## config.mk

```make
export PLATFORM = sky130hd
export DESIGN_NAME = interrupt_sequencer
export DESIGN_NICKNAME = d
export VERILOG_FILES = /design/src/rtl/interrupt_sequencer.sv
export SDC_FILE = /design/constraint.sdc
export NUM_CORES = 1
export LEC_CHECK = 0
export CORE_ASPECT_RATIO = 1.1
export CORE_MARGIN = 2
export CORE_UTILIZATION = 41
export DETAILED_ROUTE_END_ITERATION = 10
export PLACE_DENSITY = 0.76
export SLEW_MARGIN = 20
export SYNTH_ARGS = -nofsm -noshare
export SYNTH_HDL_FRONTEND = slang
export SYNTH_SLANG_ARGS = --single-unit
```

## constraint.sdc

```tcl
create_clock -name clk_2 -period 1.65 [get_ports clk_2]
set_input_delay 0.33 -clock clk_2 [delete_from_list [all_inputs] [get_ports clk_2]]
set_output_delay 0.33 -clock clk_2 [all_outputs]
set_load 0.02 [all_outputs]
```

## src/rtl/interrupt_sequencer.sv

```systemverilog
// Reset / IRQ / NMI entry sequencer: pushes PC and P, then fetches the vector and reloads PC.
// Define INTERRUPT_SEQUENCER_NMI_EN to enable the NMI path; without it nmi_n is ignored.
module interrupt_sequencer (
  input  logic        clk_2,
  input  logic        rst,
  input  logic        irq_n,
  input  logic        nmi_n,
  input  logic        i_flag,
  input  logic        instr_boundary,
  output logic        normal,
  output logic        flush,
  output logic        busy,
  output logic        push_en,
  output logic [1:0]  push_sel,
  output logic        vec_rd,
  output logic [15:0] vec_addr,
  output logic        pc_load_lo,
  output logic        pc_load_hi,
  output logic        set_i
);

  typedef enum logic [3:0] {
    RST0, RST1, RST2, IDLE, PUSH_PCH, PUSH_PCL, PUSH_P, VEC_LO, VEC_HI
  } state_t;

  typedef enum logic [1:0] {SRC_NMI, SRC_IRQ, SRC_RESET} src_t;

  state_t      state, state_nxt;
  src_t        src, src_nxt;
  logic [1:0]  irq_sync;
  logic        nmi_pending;
  logic        normal_d, flush_d, push_en_d, vec_rd_d, pc_lo_d, pc_hi_d, set_i_d;
  logic [1:0]  push_sel_d;
  logic [15:0] vec_base;

  always_ff @(posedge clk_2 or posedge rst) begin
    if (rst) irq_sync <= '1;
    else     irq_sync <= {irq_sync[0], irq_n};
  end

`ifdef INTERRUPT_SEQUENCER_NMI_EN
  logic [2:0] nmi_sync;  // [0] meta, [1] synchronised, [2] previous synchronised
  logic       nmi_edge, nmi_clear;

  assign nmi_edge  = nmi_sync[2] & ~nmi_sync[1];
  assign nmi_clear = (state == PUSH_P) && (src == SRC_NMI);

  always_ff @(posedge clk_2 or posedge rst) begin
    if (rst) begin
      nmi_sync    <= '1;
      nmi_pending <= 1'b0;
    end else begin
      nmi_sync    <= {nmi_sync[1:0], nmi_n};
      nmi_pending <= nmi_edge | (nmi_pending & ~nmi_clear);
    end
  end
`else
  logic unused_nmi;
  assign unused_nmi  = nmi_n;
  assign nmi_pending = 1'b0;
`endif

  always_ff @(posedge clk_2 or posedge rst) begin
    if (rst) begin
      state <= RST0;
      src   <= SRC_RESET;
    end else begin
      state <= state_nxt;
      src   <= src_nxt;
    end
  end

  always_comb begin
    state_nxt = state;
    src_nxt   = src;
    case (state)
      RST0:     state_nxt = RST1;
      RST1:     state_nxt = RST2;
      RST2:     state_nxt = VEC_LO;
      IDLE: begin
        if (instr_boundary && (nmi_pending || (!irq_sync[1] && !i_flag))) begin
          state_nxt = PUSH_PCH;
          src_nxt   = nmi_pending ? SRC_NMI : SRC_IRQ;
        end
      end
      PUSH_PCH: state_nxt = PUSH_PCL;
      PUSH_PCL: state_nxt = PUSH_P;
      PUSH_P:   state_nxt = VEC_LO;
      VEC_LO:   state_nxt = VEC_HI;
      VEC_HI:   state_nxt = IDLE;
      default:  state_nxt = RST0;
    endcase
  end

  // Outputs are decoded from the next state so the registered copies line up with the state register.
  always_comb begin
    normal_d   = 1'b0;
    flush_d    = 1'b0;
    push_en_d  = 1'b0;
    push_sel_d = '0;
    vec_rd_d   = 1'b0;
    pc_lo_d    = 1'b0;
    pc_hi_d    = 1'b0;
    set_i_d    = 1'b0;
    case (state_nxt)
      RST0:     flush_d = 1'b1;
      IDLE:     normal_d = 1'b1;
      PUSH_PCH: begin flush_d = 1'b1; push_en_d = 1'b1; push_sel_d = 2'd0; end
      PUSH_PCL: begin push_en_d = 1'b1; push_sel_d = 2'd1; end
      PUSH_P:   begin push_en_d = 1'b1; push_sel_d = 2'd2; end
      VEC_LO:   begin vec_rd_d = 1'b1; pc_lo_d = 1'b1; set_i_d = 1'b1; end
      VEC_HI:   begin vec_rd_d = 1'b1; pc_hi_d = 1'b1; end
      default:  ;
    endcase
    case (src_nxt)
`ifdef INTERRUPT_SEQUENCER_NMI_EN
      SRC_NMI:   vec_base = 16'hFFFA;
`endif
      SRC_RESET: vec_base = 16'hFFFC;
      default:   vec_base = 16'hFFFE;
    endcase
  end

  always_ff @(posedge clk_2 or posedge rst) begin
    if (rst) begin
      normal     <= 1'b0;
      flush      <= 1'b1;
      busy       <= 1'b1;
      push_en    <= 1'b0;
      push_sel   <= '0;
      vec_rd     <= 1'b0;
      vec_addr   <= 16'hFFFC;
      pc_load_lo <= 1'b0;
      pc_load_hi <= 1'b0;
      set_i      <= 1'b0;
    end else begin
      normal     <= normal_d;
      flush      <= flush_d;
      busy       <= ~normal_d;
      push_en    <= push_en_d;
      push_sel   <= push_sel_d;
      vec_rd     <= vec_rd_d;
      vec_addr   <= {vec_base[15:1], state_nxt == VEC_HI};
      pc_load_lo <= pc_lo_d;
      pc_load_hi <= pc_hi_d;
      set_i      <= set_i_d;
    end
  end

endmodule

```

==> results.sh <==
export IMPL_io_buffers=16
export IMPL_fin_skew_ns=0.00883
export IMPL_drv_cap=0
export IMPL_status="complete, no violations"
export IMPL_n_antenna_cell=0
export IMPL_overflow=0
export IMPL_antenna_found_initial=0
export IMPL_cp_top_family="buffers and inverters"
export IMPL_async_flop_share=1.00
export IMPL_place_congestion=0.730
export IMPL_p_clk_frac=0.161
export IMPL_seqPwrFrac=0.444
export IMPL_yosysSeqAreaShare=0.580
export IMPL_postSynthAreaPerCell_um2=11.1
export IMPL_root_buffer="clkbuf_4"
export IMPL_hold_buffers=0
export IMPL_slowest_stage="clkdlybuf4s50_1"
export IMPL_nFillCells=162
export IMPL_core_area_mm2=0.00180
export IMPL_first_iter_violations=14
export IMPL_hold_class="in2async"
export IMPL_grt_pass1_wl_um=1980
export IMPL_crit_buf_inv=1
export IMPL_post_drt_wl_per_cell_um=10.9
export IMPL_numCtsBuffers=3
export IMPL_vdd_ir_drop_worst_mv=0.780
export IMPL_clk_pin_slew_ns=0.10
export IMPL_report_final_hold_viol_count=0
export IMPL_ys_types=23
export IMPL_synth_seq_cells=18
export IMPL_path_class="reg2out"
export IMPL_rsz0062_at_grt="false"
export IMPL_finalCriticalPeriod_ns=1.57
export IMPL_ios=32
export IMPL_final_antenna_net_count=0
export IMPL_drc_errors=0
export IMPL_cts_resized=2
export IMPL_vias=504
export IMPL_track_usage=0.123
export IMPL_viasPerCell=4.75
export IMPL_switching_share=0.368
export IMPL_synth_edf_count=0
export IMPL_cp_endpoint="vec_addr[0]"
export IMPL_drt_wl_total_um=1160
export IMPL_rr_endpoint="busy"
export IMPL_rows=16
export IMPL_dp_cells=102
export IMPL_netlist_area_um2=787
export IMPL_fmax_ghz=0.636
export IMPL_synth_ff_type="dfrtp_1"
export IMPL_die_h_um=50.0
export IMPL_required_ns=1.32
export IMPL_power_density_mw_per_mm2=1740
export IMPL_firstDrtPassIters=4
export IMPL_die_area_mm2=0.00229
export IMPL_crit_path_end_kind="output pin"
export IMPL_cts_setup_buffers=0
export IMPL_rrSetupSlack_ns=0.28
export IMPL_crit_fanout=2
export IMPL_nNetsFinal=95
export IMPL_synth_top_area_share=0.413
export IMPL_clockBufferDepth=2
export IMPL_numClockSinks=18
export IMPL_cts_tree="built"
export IMPL_crit_arrival_ns=1.24
export IMPL_layout_drive_gt1_share=0.159
export IMPL_switchingPower_uw=601
export IMPL_power_frac_comb=0.396
export IMPL_synth_common_cells="buf_4 (16), dfrtp_1 (13), nor2_1 (6)"
export IMPL_yosysWarnings=0
export IMPL_fin_ws_ns=0.0768
export IMPL_syn_inst=71
export IMPL_p_int_mw=1.03
export IMPL_cts_max_level=1
export IMPL_yosys_top_cells_area="dfrtp_1 (41%), dfstp_2 (17%), buf_4 (15%)"
export IMPL_r2r_start="irq_sync[1]"
export IMPL_setup_viol=0
export IMPL_worstPathCellList="clkdlybuf4s50_1"
export IMPL_slew_viol_final=0
export IMPL_grt_max_degree=19
export IMPL_rr_worst_depth=4
export IMPL_path_depth=1
export IMPL_netlist_top_cell_by_area="dfrtp_1"
export IMPL_crit_start="vec_addr[0]"
export IMPL_start_kind="register"
export IMPL_fin_cells=106
export IMPL_power_leakage_nw=0.433
export IMPL_yosysMostFrequentCell="buf_4"
export IMPL_area_delta_synth_final_pct=19.4
export IMPL_die_w_um=45.8
export IMPL_pre_cts_slack_ns=-0.164
export IMPL_worstSkewPairLatency_ns=0.29
export IMPL_dpl_hpwl_um=840
export IMPL_max_stage_delay_ns=0.60
export IMPL_timing_setup_tns_ns=0
export IMPL_grt_pass1_vias=461
export IMPL_fin_crit_sh=0.953
export IMPL_start_util=0.437
flip-flops by register name, summed over array words and instances, names as in the netlist:
| register | cells |
|---|---|
| state | 4 |
| irq_sync | 2 |
| push_sel | 2 |
| src | 2 |
| vec_addr | 2 |
| busy | 1 |
| flush | 1 |
| normal | 1 |
| push_en | 1 |
| set_i | 1 |
| vec_rd | 1 |
area by class of cell:
type / count / area, um2 / area share
inverters: 1 / 3.75 / 0.00399
repair buffers: 18 / 173 / 0.184
flip-flops and latches: 18 / 457 / 0.486
well taps: 18 / 22.5 / 0.0240
clock buffers: 4 / 36.3 / 0.0386
multi-input cells: 47 / 248 / 0.264
per-layer routing:
metal  wire length (um)  global-route usage  share of wire  vias to the layer above
met2                601               0.181           0.52                       20
li1                   -                   -              -                      240
met4                 23              0.0857          0.020                        0
met5                  0                   0              0                        -
met3                 57              0.0330          0.049                        2
met1                475               0.151           0.41                      242
cell families after synthesis:
logic type,share of synthesized area
other,0.00476
and+or+nand+nor,0.181
DFF,0.580
buffers and inverters,0.167
AOI/OAI and AO/OA,0.0668
through the flow:
step / cell area, um2 / hold slack, ns / util / power (mW)
after floorplan: 836 / 0.265 / - / 1.18
after global placement: 906 / 0.346 / 0.503 / 1.37
after detailed placement: 906 / 0.352 / 0.503 / 1.39
after CTS: 940 / 0.348 / 0.522 / 1.65
after global routing: 940 / 0.366 / 0.522 / 1.75
final: 940 / 0.343 / 0.522 / 1.63
power groups by stage:
| stage | sequential (mW) | combinational, mW | clock [mW] |
|---|---|---|---|
| floorplan | 0.778 | 0.400 | 0 |
| global placement | 0.721 | 0.653 | 0 |
| detailed placement | 0.734 | 0.661 | 0 |
| CTS | 0.724 | 0.650 | 0.271 |
| global route | 0.745 | 0.713 | 0.289 |
| finish | 0.724 | 0.645 | 0.262 |
how the worst min path moves through the flow:
| stage | startpoint | to | slack, ns | depth (start not counted) |
|---|---|---|---|---|
| floorplan | rst | normal | 0.26 | 1 |
| global placement | irq_sync[0] | irq_sync[1] | 0.35 | 0 |
| detailed placement | irq_sync[0] | irq_sync[1] | 0.35 | 0 |
| CTS | rst | state[1] | 0.35 | 3 |
| global route | irq_sync[0] | irq_sync[1] | 0.37 | 0 |
| finish | rst | src[0] | 0.34 | 3 |
cells in the final DEF, fill, tap and decap left out:
| master | instances |
|---|---|
| and2b_1 | 1 |
| inv_1 | 1 |
| nand2_1 | 4 |
| dfrtp_1 | 13 |
| o22ai_1 | 1 |
| dfstp_2 | 5 |
| or3b_2 | 1 |
| nor4_1 | 1 |
| conb_1 | 14 |
| nor3_1 | 1 |
| o211ai_1 | 2 |
| or2_2 | 1 |
| dlygate4sd2_1 | 2 |
| nor2_1 | 6 |
| buf_4 | 2 |
| nand2b_1 | 4 |
| a31oi_1 | 1 |
| clkdlybuf4s50_1 | 14 |
| nand3_1 | 1 |
| clkbuf_4 | 3 |
| a21o_1 | 2 |
| a21oi_1 | 2 |
| or3b_1 | 2 |
| or3b_4 | 1 |
| or3_1 | 2 |
| clkbuf_8 | 1 |
No activity file was read; power rests on OpenSTA's default activity.
